[src/rtl/bcd_serial_subtractor.sv]
// Digit-serial BCD subtractor: A - B as magnitude plus sign, one digit per clock, LSD first.
// Latency N+1 edges (non-negative), 2N+1 (negative), 2 (invalid); start is only accepted in IDLE.
module bcd_serial_subtractor #(
    parameter int DIGIT_NUM = 8
) (
    input  logic                   clk,
    input  logic                   reset,
    input  logic                   start,
    input  logic [4*DIGIT_NUM-1:0] A,
    input  logic [4*DIGIT_NUM-1:0] B,
    output logic                   busy,
    output logic                   done,
    output logic [4*DIGIT_NUM-1:0] D,
    output logic                   neg,
    output logic                   invalid
);
    localparam int W  = 4 * DIGIT_NUM;
    localparam int IW = $clog2(DIGIT_NUM);

    typedef enum logic [1:0] {IDLE, RUN, NEGATE, DONE} state_t;

    state_t          state, state_nx;
    logic [W-1:0]    opa, opb, work, work_nx;
    logic [IW-1:0]   idx;
    logic            borrow, bad, last;
    logic [3:0]      cell_a, cell_b, cell_dig;
    logic [4:0]      diff, diff_fix;
    logic            cell_bo;

    function automatic logic has_bad_digit(input logic [W-1:0] v);
        logic r;
        r = 1'b0;
        for (int i = 0; i < DIGIT_NUM; i++)
            if (v[4*i +: 4] > 4'd9) r = 1'b1;
        return r;
    endfunction

    // Shared digit cell: NEGATE reuses it as 0 - work digit to form the ten's complement.
    always_comb begin
        cell_a   = (state == NEGATE) ? 4'd0 : opa[{idx, 2'b00} +: 4];
        cell_b   = (state == NEGATE) ? work[{idx, 2'b00} +: 4] : opb[{idx, 2'b00} +: 4];
        diff     = {1'b0, cell_a} - {1'b0, cell_b} - {4'b0000, borrow};
        diff_fix = diff + 5'd10;
        cell_bo  = diff[4];
        cell_dig = cell_bo ? diff_fix[3:0] : diff[3:0];
        work_nx  = work;
        work_nx[{idx, 2'b00} +: 4] = cell_dig;
        last     = (idx == IW'(DIGIT_NUM - 1));
    end

    always_ff @(posedge clk) begin
        if (reset) state <= IDLE;
        else       state <= state_nx;
    end

    always_comb begin
        state_nx = state;
        case (state)
            IDLE:    if (start) state_nx = RUN;
            RUN:     if (bad) state_nx = DONE;
                     else if (last) state_nx = cell_bo ? NEGATE : DONE;
            NEGATE:  if (last) state_nx = DONE;
            default: state_nx = IDLE;
        endcase
    end

    // A rejected operand spends its one RUN cycle idle, so busy stays low for it.
    always_comb begin
        busy = ((state == RUN) && !bad) || (state == NEGATE);
        done = (state == DONE);
    end

    always_ff @(posedge clk) begin
        if (reset) begin
            opa     <= '0;
            opb     <= '0;
            work    <= '0;
            idx     <= '0;
            borrow  <= 1'b0;
            bad     <= 1'b0;
            D       <= '0;
            neg     <= 1'b0;
            invalid <= 1'b0;
        end else begin
            case (state)
                IDLE: if (start) begin
                    opa    <= A;
                    opb    <= B;
                    bad    <= has_bad_digit(A) | has_bad_digit(B);
                    work   <= '0;
                    idx    <= '0;
                    borrow <= 1'b0;
                end
                RUN: if (bad) begin
                    D       <= '0;
                    neg     <= 1'b0;
                    invalid <= 1'b1;
                end else begin
                    work   <= work_nx;
                    idx    <= last ? '0 : idx + IW'(1);
                    borrow <= last ? 1'b0 : cell_bo;
                    if (last && !cell_bo) begin
                        D       <= work_nx;
                        neg     <= 1'b0;
                        invalid <= 1'b0;
                    end
                end
                NEGATE: begin
                    work   <= work_nx;
                    idx    <= last ? '0 : idx + IW'(1);
                    borrow <= last ? 1'b0 : cell_bo;
                    if (last) begin
                        D       <= work_nx;
                        neg     <= 1'b1;
                        invalid <= 1'b0;
                    end
                end
                default: ;
            endcase
        end
    end
endmodule

[config.mk]
export PLATFORM = sky130hd
export DESIGN_NAME = bcd_serial_subtractor
export DESIGN_NICKNAME = d
export VERILOG_FILES = /design/src/rtl/bcd_serial_subtractor.sv
export SDC_FILE = /design/constraint.sdc
export NUM_CORES = 1
export LEC_CHECK = 0
export CAP_MARGIN = 20
export CORE_ASPECT_RATIO = 1.75
export CORE_MARGIN = 2
export CORE_UTILIZATION = 61
export CTS_CLUSTER_DIAMETER = 200
export DETAILED_ROUTE_END_ITERATION = 10
export DONT_BUFFER_PORTS = 1
export PLACE_DENSITY = 0.88
export RECOVER_POWER = 50
export SYNTH_ARGS = -nofsm -noshare
export SYNTH_HDL_FRONTEND = slang
export SYNTH_SLANG_ARGS = --single-unit
[constraint.sdc]
create_clock -name clk -period 5 [get_ports clk]
set_clock_uncertainty 0.2 [all_clocks]
set_input_delay 0.25 -clock clk [delete_from_list [all_inputs] [get_ports clk]]
set_output_delay 0.25 -clock clk [all_outputs]
set_load 0.02 [all_outputs]
==> results_dict.tcl, run 1 <==
set metrics [dict create \
    cts_max_path_buffers 2 \
    areaGrowthSynthToFinish_pct 19.00 \
    die_w_um 83.80 \
    wl_per_cell_um 21.76 \
    powerDensity_nw_per_um2 601.6 \
    async_flop_share_pct 0 \
    gp_congestion 0.9203 \
    initial_core_util_pct 61.94 \
    min_period_ns 4.681 \
    syn-num-nets 899 \
    num-nets-final 934 \
    dr_total_vias 6591 \
    row_count 51 \
    dp_hpwl_um 13700 \
    p_seq_share_pct 28.0 \
    netlist_area_um2 6798 \
    path_max_fanout 16 \
    power.internal_mw 2.801 \
    drt_first_iter_violations 565 \
    grt_max_degree 116 \
    slowest_stage "ha_1" \
    required_ns 5.10 \
    status "finished, violations left" \
    crit_chain "inv_1, ha_1, mux4_2, mux4_2, fa_1, fa_1, xnor2_1, ha_1, mux2i_1, o21a_1, o221ai_1, buf_4, mux2i_1, o21ai_0" \
    ys_ff_latch 137 \
    timing.hold.ws_ns 0.001896 \
    grt_overflow 0 \
    cts_htree_levels 4 \
    p_switching_mw 2.066 \
    hold_viol 0 \
    coreArea_um2 10980 \
    syn_inst 817 \
    synthDistinctLibCells 58 \
    grt_pass1_vias 6551 \
    dr.pass1.iters 5 \
    violations "capacitance limit, slew limit" \
    antenna_found_initial 1 \
    crit_type "reg2reg" \
    via_per_inst 6.611 \
    cts_tree "built" \
    tightest_slew_ns 2.685 \
    nFillCells 748 \
    drcViolationCount 0 \
    drive_gt1_share_pct 10.53 \
    power.leakage_nw 2.891 \
    die_area_um2 12040 \
    final_cell_mix "202 x nand2_1, 136 x dfxtp_1, 106 x a21oi_1" \
    p_clk_share_pct 26.7 \
    avgSynthCellArea_um2 8.320 \
    cts_buffers 17 \
    slew_headroom_pct -78.99 \
    pin_count 103 \
    grt_usage_pct 36.22 \
    critPathTopFamily "adder cells" \
    ant_nets 0 \
    slew_violations 66 \
    end_kind "flip-flop" \
    setup_viol 0 \
    clkLatencyLatePin_ns 0.43 \
    min_period_over_period_pct 93.61 \
    hold_class "in2reg" \
    final_util_pct 73.70 \
    multiInputGateArea_um2 3725 \
    clk_pin_slew_ns 0.06 \
    fmax_mhz 213.7 \
    start_kind "flip-flop" \
    ys_seq_area_share_pct 40.35 \
    cts_root_buf "clkbuf_16" \
    die_height_um 143.7 \
    cpPeakStageDelay_ns 0.53 \
    ys.flop_type "dfxtp_1" \
    combPwrFrac_pct 45.3 \
    io_buffers 0 \
    tns_ns 0 \
    cp.arrival_ns 4.78 \
    synth_edf_count 0 \
    cts_sinks 137 \
    seq_area_um2 2744 \
    grt_pass1_wl_um 33870 \
    cap_violations 1 \
    rsz0062_at_grt "false" \
    wl_um 21690 \
    final_common_cell "nand2_1" \
    ys_warn_count 0 \
    p_sw_share_pct 42.45 \
    path_buf_inv 2 \
    ir_worst_vdd_v 0.0004880 \
    p_total_mw 4.866 \
]
==> path summary, 6_finish.rpt <==
path	from	end	slack, ns	cells after the start
max	state[0]$_SDFFE_PP0P_	D[30]$_SDFFE_PP0P_	0.32	14
max reg2reg	state[0]$_SDFFE_PP0P_	D[30]$_SDFFE_PP0P_	0.32	14
min reg2reg	opb[17]$_SDFFE_PP0P_	opb[17]$_SDFFE_PP0P_	0.26	2
min	start	opb[0]$_SDFFE_PP0P_	0.002	3
==> registers in the layout (all words and copies together) (netlist names) <==
name and cells:
opa 32, borrow 1, D 32, idx 3, work 32, neg 1
invalid 1, state 2, opb 32, bad 1
==> power groups by stage <==
stage                     logic (mW)  registers [mW]  clock network (mW)
final                           2.21            1.36                1.30
after detailed placement        2.01            1.37                   0
after global routing            2.36            1.37                1.35
after global placement          1.94            1.36                   0
after CTS                       2.08            1.35                1.30
after floorplan                 1.61            1.31                   0
==> synth_stat cells (3+ instances only) <==
library cell / instances / area [um^2]
nand2_1: 203 / 762.0
dfxtp_1: 137 / 2743
a21oi_1: 106 / 530.5
o21ai_0: 55 / 275.3
clkbuf_1: 42 / 157.7
nor2_1: 41 / 153.9
mux4_2: 26 / 585.6
mux2i_1: 24 / 240.2
nand3_1: 17 / 85.08
nand4_1: 14 / 87.58
buf_2: 13 / 65.06
ha_1: 13 / 162.7
inv_1: 12 / 45.04
nor3_1: 12 / 60.06
a22oi_1: 11 / 82.58
nor2b_1: 9 / 56.30
nand2b_1: 7 / 43.79
a21o_1: 5 / 37.54
a31oi_1: 5 / 31.28
o21ai_1: 5 / 25.02
xnor2_1: 5 / 43.79
buf_4: 4 / 30.03
buf_1: 3 / 11.26
o22ai_1: 3 / 18.77
==> what timing repair did <==
action / 4_1_cts / 5_1_grt
hold endpoints to repair: 119 / 0
setup buffers: 0 / 0
hold buffers: 65 / 0
resized for setup: 0 / 1
setup endpoints to repair: 0 / 5
==> stage by stage <==
step	instances	worst slack (ns)	area, um^2
2_1_floorplan	817	0.4437	6798
3_3_place_gp	899	0.5608	6789
3_5_place_dp	899	0.2743	6789
4_1_cts	995	0.2652	8068
5_1_grt	997	0.05863	8089
6_report	997	0.3195	8089
==> worst reg2reg max path, cell delays in order (launching register included) <==
cell and delay (ns):
dfxtp_1 0.34, inv_1 0.09, ha_1 0.53, mux4_2 0.40
mux4_2 0.49, fa_1 0.45, fa_1 0.53, xnor2_1 0.17
ha_1 0.34, mux2i_1 0.16, o21a_1 0.13, o221ai_1 0.11
buf_4 0.22, mux2i_1 0.26, o21ai_0 0.13
==> layout make-up <==
cell class,instances,share of cell area (%)
Multi-Input combinational cell,602,46.05
Sequential cell,137,33.92
Timing Repair Buffer,81,9.807
Clock buffer,18,5.429
Clock inverter,13,2.119
Tap cell,132,2.042
Inverter,13,0.6032
Antenna cell,1,0.03094
==> per-layer routing <==
metal | vias up | GRT usage (%) | part of all wire [%]
met5 | - | 0 | 0
met4 | 0 | 25.38 | 7.4
li1 | 2911 | - | -
met2 | 466 | 62.78 | 51
met1 | 3094 | 38.57 | 33
met3 | 120 | 8.501 | 8.7
==> logic make-up after synthesis <==
logic type,Yosys count,share of synthesized area (%)
adders and majority gates,15,2.982
xor gates and xnor gates,7,1.215
and+or+nand+nor,325,21.52
DFF,137,40.35
muxes,50,12.15
AOI/OAI and AO/OA,205,16.79
buffers and inverters,78,5.006
Power figures use the tool's default switching activity.
==> run 2, diff against run 1 <==
--- a/config.mk
+++ b/config.mk
@@ -9,6 +9,7 @@
 export CORE_ASPECT_RATIO = 1.75
 export CORE_MARGIN = 2
 export CORE_UTILIZATION = 61
+export CTS_BUF_LIST = sky130_fd_sc_hd__clkbuf_16
 export CTS_CLUSTER_DIAMETER = 200
 export DETAILED_ROUTE_END_ITERATION = 10
 export DONT_BUFFER_PORTS = 1
==> results_dict.tcl, run 2 (synthesized netlist as in run 1, its figures left out) <==
set metrics [dict create \
    status "finished, violations left" \
    violations "hold timing, capacitance limit, slew limit" \
    die_w_um 83.80 \
    initial_core_util_pct 61.94 \
    ant_nets 0 \
    drcViolationCount 0 \
    tns_ns 0 \
    grt_pass1_wl_um 34000 \
    crit_type "reg2reg" \
    rrSetupSlack_ns 0.37 \
    min_period_ns 4.626 \
    rsz0062_at_grt "false" \
    wl_per_cell_um 21.84 \
    slew_headroom_pct -82.23 \
    start_kind "flip-flop" \
    grt_max_degree 116 \
    drive_gt1_share_pct 10.42 \
    cts_buffers 17 \
    antenna_found_initial 0 \
    powerDensity_nw_per_um2 599.8 \
    path_max_fanout 16 \
    gp_congestion 0.9203 \
    power.leakage_nw 2.885 \
    p_total_mw 4.844 \
    cts_htree_levels 4 \
    hold_depth 3 \
    dp_hpwl_um 13700 \
    clkLatencyLatePin_ns 0.43 \
    cap_violations 1 \
    nFillCells 739 \
    via_per_inst 6.608 \
    cp.arrival_ns 4.77 \
    io_buffers 0 \
    grt_pass1_vias 6565 \
    fmax_mhz 216.2 \
    ff2ff_path_depth 14 \
    slew_violations 66 \
    pin_count 103 \
    r2r_end "D[30]$_SDFFE_PP0P_" \
    end_kind "flip-flop" \
    die_height_um 143.7 \
    final_cell_mix "202 x nand2_1, 136 x dfxtp_1, 106 x a21oi_1" \
    cts_max_path_buffers 2 \
    areaGrowthSynthToFinish_pct 18.81 \
    grt_usage_pct 36.36 \
    wl_um 21750 \
    grt_overflow 0 \
    setup_viol 0 \
    final_util_pct 73.59 \
    cts_sinks 137 \
    hold_path_startpoint "start" \
    hold_path_end "opb[0]$_SDFFE_PP0P_" \
    clk_pin_slew_ns 0.06 \
    die_area_um2 12040 \
    dr_total_vias 6582 \
    required_ns 5.15 \
    ir_worst_vdd_v 0.0003875 \
    hold_viol 4 \
    dr.pass1.iters 5 \
    hold_class "in2reg" \
    cts_tree "built" \
    tightest_slew_ns 2.733 \
    min_period_over_period_pct 92.51 \
    cts_root_buf "clkbuf_16" \
    coreArea_um2 10980 \
    timing.rr.start "state[0]$_SDFFE_PP0P_" \
    row_count 51 \
    drt_first_iter_violations 580 \
    n_antenna_cell 0 \
    num-nets-final 934 \
    timing.hold.ws_ns -0.008933 \
    final_common_cell "nand2_1" \
    post_cts_buffers 0 \
]
[run 2: routing by layer]
layer  routed length (um)  track usage, %  vias to the layer above
met5                    0               0                        -
met4                 1764           27.67                        0
met3                 2003           8.731                      128
met2                10920           62.15                      451
met1                 7067           38.39                     3086
li1                     -               -                     2917
[run 2: final cells by class]
type                    instances  area (um^2)  area share, %
clock buffers                  17        425.4          5.267
inverters                      13        48.80         0.6042
well taps                     132        165.2          2.045
clock inverters                14        175.2          2.169
multi-input cells             602         3725          46.12
flip-flops and latches        137         2744          33.97
repair buffers                 81        793.3          9.822
[run 2: worst max-delay path by stage]
stage / start / end / depth (start not counted)
after floorplan: state[0]$_SDFFE_PP0P_ / work[10]$_SDFFE_PP0P_ / 17
after global placement: state[0]$_SDFFE_PP0P_ / D[10]$_SDFFE_PP0P_ / 12
after detailed placement: state[0]$_SDFFE_PP0P_ / work[9]$_SDFFE_PP0P_ / 12
after CTS: state[0]$_SDFFE_PP0P_ / work[9]$_SDFFE_PP0P_ / 12
after global routing: state[0]$_SDFFE_PP0P_ / D[30]$_SDFFE_PP0P_ / 14
final: state[0]$_SDFFE_PP0P_ / D[30]$_SDFFE_PP0P_ / 14
[run 2: where the power goes]
group / internal [mW] / switching, mW
Clock: 0.784 / 0.503
Sequential: 1.22 / 0.139
Combinational: 0.779 / 1.42
Total: 2.78 / 2.06
[run 2: per-stage QoR]
stage / setup WS [ns] / instances / hold WS, ns / cell area [um^2]
floorplan: 0.4437 / 817 / 0.1860 / 6798
global placement: 0.5608 / 899 / 0.1338 / 6789
detailed placement: 0.2743 / 899 / 0.1365 / 6789
CTS: 0.2652 / 995 / 0.02031 / 8058
global route: 0.06470 / 996 / 0.01298 / 8077
finish: 0.3743 / 996 / -0.008933 / 8077
[run 2: worst max-delay path, stage by stage, from the launching register on]
cell	delay, ns
dfxtp_1	0.34
inv_1	0.10
ha_1	0.50
mux4_2	0.39
mux4_2	0.48
fa_1	0.46
fa_1	0.53
xnor2_1	0.17
ha_1	0.33
mux2i_1	0.09
o21a_1	0.19
o221ai_1	0.16
buf_4	0.26
mux2i_1	0.15
o21ai_0	0.18
[run 2: what timing repair did]
item / CTS / global route
hold buffers: 65 / 0
endpoints found under the setup margin: 0 / 4
resized for setup: 0 / 1
endpoints found under the hold margin: 119 / 0
==> run 3, diff against run 2 <==
--- a/config.mk
+++ b/config.mk
@@ -5,6 +5,7 @@
 export SDC_FILE = /design/constraint.sdc
 export NUM_CORES = 1
 export LEC_CHECK = 0
+export ABC_AREA = 1
 export CAP_MARGIN = 20
 export CORE_ASPECT_RATIO = 1.75
 export CORE_MARGIN = 2
@@ -14,7 +15,7 @@
 export DETAILED_ROUTE_END_ITERATION = 10
 export DONT_BUFFER_PORTS = 1
 export PLACE_DENSITY = 0.88
-export RECOVER_POWER = 50
+export RECOVER_POWER = 100
 export SYNTH_ARGS = -nofsm -noshare
 export SYNTH_HDL_FRONTEND = slang
 export SYNTH_SLANG_ARGS = --single-unit
==> results_dict.tcl, run 3 <==
set metrics [dict create \
    die_w_um 82.86 \
    tns_ns 0 \
    die_height_um 142.0 \
    antenna_found_initial 0 \
    multiInputGateArea_um2 3331 \
    grt_usage_pct 33.48 \
    min_period_ns 4.679 \
    synth_most_common_cell "nand2_1" \
    crit_type "reg2reg" \
    io_buffers 0 \
    end_kind "flip-flop" \
    timing.rr.start "state[0]$_SDFFE_PP0P_" \
    slew_headroom_pct -69.06 \
    cpPeakStageDelay_ns 0.56 \
    ys_ff_latch 137 \
    tightest_slew_ns 2.536 \
    ys_warn_count 0 \
    setup_viol 0 \
    via_per_inst 6.015 \
    cp.arrival_ns 4.85 \
    min_period_over_period_pct 93.57 \
    syn_inst 966 \
    final_common_cell "nand2_1" \
    grt_pass1_vias 6603 \
    path_buf_inv 7 \
    power.leakage_nw 3.045 \
    status "finished, violations left" \
    slowest_stage "dlygate4sd3_1" \
    startpoint "state[0]$_SDFFE_PP0P_" \
    wl_um 19920 \
    crit_chain "inv_1, ha_1, buf_4, nor2_1, a21oi_1, o21ai_0, o221ai_1, nand2_1, inv_1, fa_1, fa_1, xor2_1, inv_1, ha_1, inv_1, nand3_1, nand2_1, nand2_1, inv_1, nand3_2, nand3_2, nand3_1, a21oi_1, dlygate4sd3_1" \
    cts_tree "built" \
    cts_max_path_buffers 2 \
    pin_count 103 \
    areaGrowthSynthToFinish_pct 19.64 \
    cp-endpoint "D[19]$_SDFFE_PP0P_" \
    r2r_end "D[19]$_SDFFE_PP0P_" \
    ff2ff_path_depth 24 \
    n_antenna_cell 0 \
    avgSynthCellArea_um2 6.873 \
    rsz0062_at_grt "false" \
    ir_worst_vdd_v 0.0005882 \
    drt_first_iter_violations 593 \
    netlist_area_um2 6639 \
    slew_violations 148 \
    cts_sinks 137 \
    drcViolationCount 0 \
    yosysTopAreaCell "dfxtp_1" \
    clk_pin_slew_ns 0.06 \
    seq_area_um2 2743 \
    path_max_fanout 19 \
    worst-path-stages 24 \
    hold_class "in2reg" \
    syn-num-nets 1048 \
    cap_violations 3 \
    ant_nets 0 \
    required_ns 5.17 \
    start_kind "flip-flop" \
    post_cts_buffers 0 \
    cts_htree_levels 4 \
    nFillCells 768 \
    hold_viol 0 \
    gp_congestion 0.9830 \
    final_cell_mix "183 x nand2_1, 143 x o21ai_0, 139 x nor2_1" \
    final_util_pct 74.68 \
    cts_root_buf "clkbuf_16" \
    grt_pass1_wl_um 31680 \
    powerDensity_nw_per_um2 656.1 \
    drive_gt1_share_pct 5.686 \
    wl_per_cell_um 17.32 \
    dp_hpwl_um 12240 \
    synth.area.top_cells "dfxtp_1 41%, o21ai_0 11%, nand2_1 10%" \
    cts_buffers 17 \
    async_flop_share_pct 0 \
    die_area_um2 11770 \
    ys_seq_area_share_pct 41.31 \
    rrSetupSlack_ns 0.32 \
    dr.pass1.iters 6 \
    dr_total_vias 6917 \
    row_count 50 \
    synth_edf_count 0 \
    violations "capacitance limit, slew limit" \
    initial_core_util_pct 62.42 \
    synth_common_cells "182 x nand2_1, 142 x o21ai_0, 140 x nor2_1, 137 x dfxtp_1, 101 x a21oi_1" \
    grt_max_degree 74 \
    fmax_mhz 213.7 \
    grt_overflow 0 \
    num-nets-final 1089 \
    path_common_cell "inv_1" \
    synthDistinctLibCells 38 \
    ys.flop_type "dfxtp_1" \
    critPathTopFamily "adder cells" \
    clkLatencyLatePin_ns 0.43 \
    synth_top_area_share_pct 41.31 \
    coreArea_um2 10640 \
]
## run 3: changes by cell type after synthesis, sizes merged, moves of 17 or more
cell   change
mux4      -26
inv       +72
nor2     +100
mux2i     -24
o21ai     +86
nand3     +33
nand2     -17
## run 3: through the flow
| stage | power [mW] | area, um^2 | hold WS [ns] | worst slack, ns | std cells |
|---|---|---|---|---|---|
| 2_1_floorplan | 3.238 | 6639 | 0.1986 | 1.325 | 966 |
| 3_3_place_gp | 3.725 | 6653 | 0.1245 | 0.9672 | 1050 |
| 3_5_place_dp | 3.797 | 6653 | 0.1267 | 0.8477 | 1050 |
| 4_1_cts | 5.131 | 7951 | 0.005309 | 0.3008 | 1150 |
| 5_1_grt | 5.529 | 7943 | 0.04785 | 0.02517 | 1150 |
| 6_report | 5.211 | 7943 | 0.02586 | 0.3213 | 1150 |
## run 3: layout make-up
cell class / instances / area share, %
flip-flops and latches: 137 / 34.53
well taps: 130 / 2.048
repair buffers: 81 / 9.846
multi-input cells: 685 / 41.93
clock inverters: 15 / 2.205
clock buffers: 17 / 5.356
inverters: 85 / 4.080
## run 3: worst min path at each step
stage | from | to | slack (ns) | cells past startpoint
6_report | B[26] | bad$_SDFFE_PP0P_ | 0.03 | 4
5_1_grt | B[26] | bad$_SDFFE_PP0P_ | 0.05 | 4
4_1_cts | B[26] | bad$_SDFFE_PP0P_ | 0.005 | 4
3_5_place_dp | reset | D[19]$_SDFFE_PP0P_ | 0.13 | 1
3_3_place_gp | reset | D[6]$_SDFFE_PP0P_ | 0.12 | 1
2_1_floorplan | A[31] | opa[31]$_SDFFE_PP0P_ | 0.20 | 2
## run 3: repair_timing
item | in CTS | in global routing
resized for setup | 0 | 4
hold buffers | 68 | 0
setup endpoints to repair | 0 | 1
hold endpoints to repair | 135 | 0
## run 3: report_power, final
part / internal [mW] / switching (mW)
sequential: 1.29 / 0.159
combinational: 0.700 / 1.78
clock: 0.784 / 0.499
total: 2.77 / 2.44
## run 3: logic make-up after synthesis
kind of cell	share of synthesized area, %
adder cells (fa/ha/maj)	3.053
AO/OA/AOI/OAI	22.80
buffers and inverters	8.594
flip-flops	41.31
XOR/XNOR	0.1320
AND/OR/NAND/NOR	24.10
## run 3: layer usage
layer	share of wire, %	GRT usage (%)	vias up
met1	36	37.37	3118
met4	6.4	20.62	0
met3	7.8	6.497	106
li1	-	-	3273
met5	0	0	-
met2	50	58.36	420
## run 3: worst reg2reg max path: stages, from the launching register on
cell	delay, ns
dfxtp_1	0.38
inv_1	0.08
ha_1	0.26
buf_4	0.23
nor2_1	0.17
a21oi_1	0.05
o21ai_0	0.17
o221ai_1	0.13
nand2_1	0.11
inv_1	0.05
fa_1	0.43
fa_1	0.45
xor2_1	0.16
inv_1	0.08
ha_1	0.20
inv_1	0.07
nand3_1	0.07
nand2_1	0.06
nand2_1	0.06
inv_1	0.06
nand3_2	0.18
nand3_2	0.16
nand3_1	0.09
a21oi_1	0.15
dlygate4sd3_1	0.56
